<file path="src/rtl/au_in_stage.sv">
// au_in_stage: issue-side input stage for the arithmetic unit.
// Passes operand selects straight through to the external operand muxes,
// captures the mux outputs with the opcode and destination tag into a
// 2-entry FIFO, and presents the FIFO head to the AU through a
// valid/ready handshake.
// Optional build macro AU_IN_SEL_CHECK_EN: requests that use select 7 are
// flagged illegal. They still complete the request handshake but are
// dropped instead of being queued. The sticky err output reports them.
module au_in_stage #(
  parameter int TAG_W = 6,
  parameter int OP_W  = 4
) (
  input  logic             clk,
  input  logic             rst_n,
  input  logic             req_valid,
  output logic             req_ready,
  input  logic [2:0]       req_sel_a,
  input  logic [2:0]       req_sel_b,
  input  logic [OP_W-1:0]  req_op,
  input  logic [TAG_W-1:0] req_tag,
  output logic [2:0]       sel_a,
  output logic [2:0]       sel_b,
  input  logic [31:0]      din_a,
  input  logic [31:0]      din_b,
  output logic             au_valid,
  input  logic             au_ready,
  output logic [31:0]      au_a,
  output logic [31:0]      au_b,
  output logic [OP_W-1:0]  au_op,
  output logic [TAG_W-1:0] au_tag
`ifdef AU_IN_SEL_CHECK_EN
  ,
  output logic             err
`endif
);

  localparam int DATA_W = 32;

  logic [1:0]        count;
  logic              wr_ptr;
  logic              rd_ptr;
  logic              legal;
  logic              push;
  logic              pop;

  logic [DATA_W-1:0] a_p0   [2];
  logic [DATA_W-1:0] b_p0   [2];
  logic [OP_W-1:0]   op_p0  [2];
  logic [TAG_W-1:0]  tag_p0 [2];

  // Selects go straight to the operand muxes so din_a/din_b settle in the request cycle
  assign sel_a = req_sel_a;
  assign sel_b = req_sel_b;

`ifdef AU_IN_SEL_CHECK_EN
  assign legal = (req_sel_a != 3'd7) && (req_sel_b != 3'd7);
`else
  assign legal = 1'b1;
`endif

  // Ready depends only on registered occupancy, never on au_ready
  assign req_ready = (count != 2'd2);
  assign au_valid  = (count != 2'd0);

  // Illegal requests handshake normally but are not queued
  assign push = req_valid && req_ready && legal;
  assign pop  = au_valid && au_ready;

  // Head outputs are forced to zero while empty, so reset clears them without resetting the data storage
  assign au_a   = au_valid ? a_p0[rd_ptr]   : '0;
  assign au_b   = au_valid ? b_p0[rd_ptr]   : '0;
  assign au_op  = au_valid ? op_p0[rd_ptr]  : '0;
  assign au_tag = au_valid ? tag_p0[rd_ptr] : '0;

  // FIFO occupancy, pointers and error flag
  always_ff @(posedge clk or negedge rst_n) begin
    if (!rst_n) begin
      count  <= 2'd0;
      wr_ptr <= 1'b0;
      rd_ptr <= 1'b0;
`ifdef AU_IN_SEL_CHECK_EN
      err    <= 1'b0;
`endif
    end else begin
      case ({push, pop})
        2'b10:   count <= count + 2'd1;
        2'b01:   count <= count - 2'd1;
        default: count <= count;
      endcase
      if (push) wr_ptr <= ~wr_ptr;
      if (pop)  rd_ptr <= ~rd_ptr;
`ifdef AU_IN_SEL_CHECK_EN
      if (req_valid && req_ready && !legal) err <= 1'b1;
`endif
    end
  end

  // ---- capture stage: mux outputs, opcode and tag written at the write pointer ----
  always_ff @(posedge clk) begin
    if (push) begin
      a_p0[wr_ptr]   <= din_a;
      b_p0[wr_ptr]   <= din_b;
      op_p0[wr_ptr]  <= req_op;
      tag_p0[wr_ptr] <= req_tag;
    end
  end

endmodule

</file>
<file path="config.mk">
export PLATFORM = sky130hd
export DESIGN_NAME = au_in_stage
export DESIGN_NICKNAME = d
export VERILOG_FILES = /design/src/rtl/au_in_stage.sv
export SDC_FILE = /design/constraint.sdc
export NUM_CORES = 1
export LEC_CHECK = 0
export ABC_AREA = 1
export BUFFER_PORTS_ARGS = -buffer_cell sky130_fd_sc_hd__buf_2
export CORE_MARGIN = 2
export CORE_UTILIZATION = 36
export CTS_BUF_LIST = sky130_fd_sc_hd__clkbuf_16
export CTS_CLUSTER_DIAMETER = 80
export DETAILED_ROUTE_END_ITERATION = 10
export GPL_ROUTABILITY_DRIVEN = 1
export GPL_TIMING_DRIVEN = 0
export PLACE_DENSITY = 0.56
export SYNTH_ARGS = -nofsm -noshare
export SYNTH_HDL_FRONTEND = slang
export SYNTH_SLANG_ARGS = --single-unit
</file>
<file path="constraint.sdc">
create_clock -name clk -period 7.8 [get_ports clk]
set_input_delay 1.56 -clock clk [delete_from_list [all_inputs] [get_ports clk]]
set_output_delay 1.56 -clock clk [all_outputs]
set_load 0.02 [all_outputs]
</file>
==> flow_summary.yaml <==
flow_run:
  cap_violations: 0
global_route:
  grt_use_total_pct: 15.54
  grt_max_degree: 28
  antenna_found_initial: 1
  grt_overflow: 0
  grt_pass1_wl_microns: 20430
  grt_pass1_vias: 3929
setup_path:
  critPathMaxStageDelay_ns: 0.41
  required_ns: 6.24
  cp_cell_sequence: "inv_2 -> buf_4 -> buf_2 -> nand2_1 -> a21oi_1 -> buf_2"
  cp-end-kind: "output port"
  critPathBufInv: 4
  crit_path_top_delay_cell: "dfrtp_1"
  r2r_setup_slack_ns: 5.57
  cp_max_fo: 10
  crit_path_frequent_cell: "buf_2"
  crit_family: "buffers and inverters"
  crit_type: "flop to output port"
  worstPathArrival_ns: 1.83
  startpoint_type: "flop"
timing:
  finalHoldViolCount: 0
  hold_ws_ns: 0.5484
  skew_ns: 0.01099
  finalMaxSlewViolations: 0
  tightestPinTransition_ns: 0.7901
  post-route-period-util_pct: 43.43
  finalCriticalPeriod_ns: 3.388
  relSlewSlack_pct: 47.20
  layout_setup_ws_ns: 4.412
  fmax_mhz: 295.2
  finalSetupViolCount: 0
  rsz0062_at_grt: "false"
  setup_tns_ns: 0
clock_network:
  cts_resized: 0
  ctsHoldBuffers: 0
  post-cts-setup-buffers: 0
  clk_latency_ns: 0.41
  cts_num_sinks: 152
  numCtsBuffers: 17
  cts.reportedPaths.clkPinSlew_ns: 0.06
  clockBufferDepth: 2
  cts_root_buf: "clkbuf_16"
  cts_tree: "built"
  h-tree-depth: 4
synthesis:
  synthesis.area_sq_um: 5884
  ys_seq_area_share_pct: 77.23
  ys_warn_count: 0
  syn-num-nets: 516
  syn_area_per_cell_sq_um: 13.65
  syn_inst: 431
  synthDistinctLibCells: 19
  yosys_register_bits: 152
pwr:
  power.density_nw_per_um2: 438.1
  p_total_uw: 3371
  leakage_uw: 0.003120
  peakVddDrop_uv: 189.5
die:
  die_w_microns: 131.9
  ioPinCount: 166
  die-area_sq_um: 17380
  rows: 46
  die_h_microns: 131.9
  start_util_pct: 36.91
  core_sq_um: 15940
detailed_routing:
  viasPerCell: 4.607
  vias: 3879
  drt_iter0_drc: 142
  post_drt_wl_per_cell_microns: 15.56
  drt-pass1-iter-count: 4
  wl_microns: 13100
  drc_errors: 0
  ant_nets: 0
place:
  port-buffer-count: 159
  detailed_place_hpwl_microns: 8927
  gp_congestion: 0.7832
  place_ws_ns: 4.429
cells_and_area:
  final_util_pct: 48.27
  final_nets: 699
  diodes: 0
  area_growth_syn_to_layout_pct: 30.77
  drive_gt1_share_pct: 38.82
hold_path:
  hold_path_class: "flop to flop"
status:
  status: "complete, no violations"
-- cell type report --
type                    instances  area, sq um
flip-flops and latches        152         4544
fillers                      1464         8248
clock buffers                  17        425.4
repair buffers                164        910.9
clock inverters                14        188.9
plain buffers                  30        227.7
well taps                     216        270.3
multi-input cells             241         1097
inverters                       8        30.03
-- metrics by stage --
step	area, sq um	std cells
floorplan	5884	431
global placement	6950	806
detailed placement	7081	811
CTS	7695	842
global route	7695	842
finish	7695	842
-- kinds of logic after synthesis --
kind of cell               share of synthesized area, %
xor gates and xnor gates                         0.1489
and+or+nand+nor                                   10.93
AOI/OAI and AO/OA                                 7.102
DFF                                               77.23
buffers and inverters                             4.380
adders and majority gates                        0.2126
-- cell usage after synthesis --
cell type	number	share of area, %
nand3_1	1	0.085
edfxtp_1	148	76
nand2_2	9	0.96
a21oi_1	65	5.5
a21oi_2	10	1.5
dfrtp_1	4	1.7
nor2_2	2	0.21
clkbuf_1	1	0.064
ha_1	1	0.21
nor2_1	3	0.19
buf_2	11	0.94
nand2_1	147	9.4
xnor2_1	1	0.15
buf_4	9	1.1
inv_2	3	0.19
nand4_1	1	0.11
o21ai_1	1	0.085
buf_6	9	1.7
inv_1	5	0.32
-- worst register-to-register path: cells and delay by family, from the launching register on --
| kind | cells | cell delay (ns) |
|---|---|---|
| buf+inv | 3 | 0.57 |
| flops | 1 | 0.43 |
| simple gates | 3 | 0.92 |
-- sequential cells by signal (all words and copies together) (netlist names) --
register  cells
op_p0         8
b_p0         64
tag_p0       12
wr_ptr        1
rd_ptr        1
a_p0         64
count         2
-- path summary, 6_finish.rpt --
kind,from,end,cells after the start
min in group asynchronous,rst_n,count[0]$_DFFE_PN0P_,1
worst max-delay path,rd_ptr$_DFFE_PN0P_,au_a[29],6
worst max register to register,count[0]$_DFFE_PN0P_,b_p0[0][15]$_DFFE_PP_,6
worst min-delay path,count[1]$_DFFE_PN0P_,count[1]$_DFFE_PN0P_,2
max in group asynchronous,rst_n,count[1]$_DFFE_PN0P_,1
worst min register to register,count[1]$_DFFE_PN0P_,count[1]$_DFFE_PN0P_,2
-- metal layers --
layer / wire (microns) / global-route usage, %
met4: 135 / 5.254
met5: 7 / 0
met2: 6208 / 25.10
met3: 903 / 5.882
met1: 5848 / 19.30
-- report_power, final --
| group | total [uW] | internal [uW] | switching (uW) |
|---|---|---|---|
| sequential | 1160 | 1110 | 49.7 |
| combinational | 1350 | 433 | 918 |
| clock | 857 | 557 | 300 |
| total | 3370 | 2100 | 1270 |
-- cells in the final DEF, fill, tap and decap left out, types with 4 or more instances in the layout --
master	count
a21oi_2	10
buf_4	9
bufinv_16	5
nand2_1	147
a21oi_1	65
dfrtp_1	4
buf_2	170
edfxtp_1	148
clkinv_1	5
clkbuf_16	17
nand2_2	9
buf_6	9
inv_1	7
Note: power is estimated with default switching activity, not from simulation.
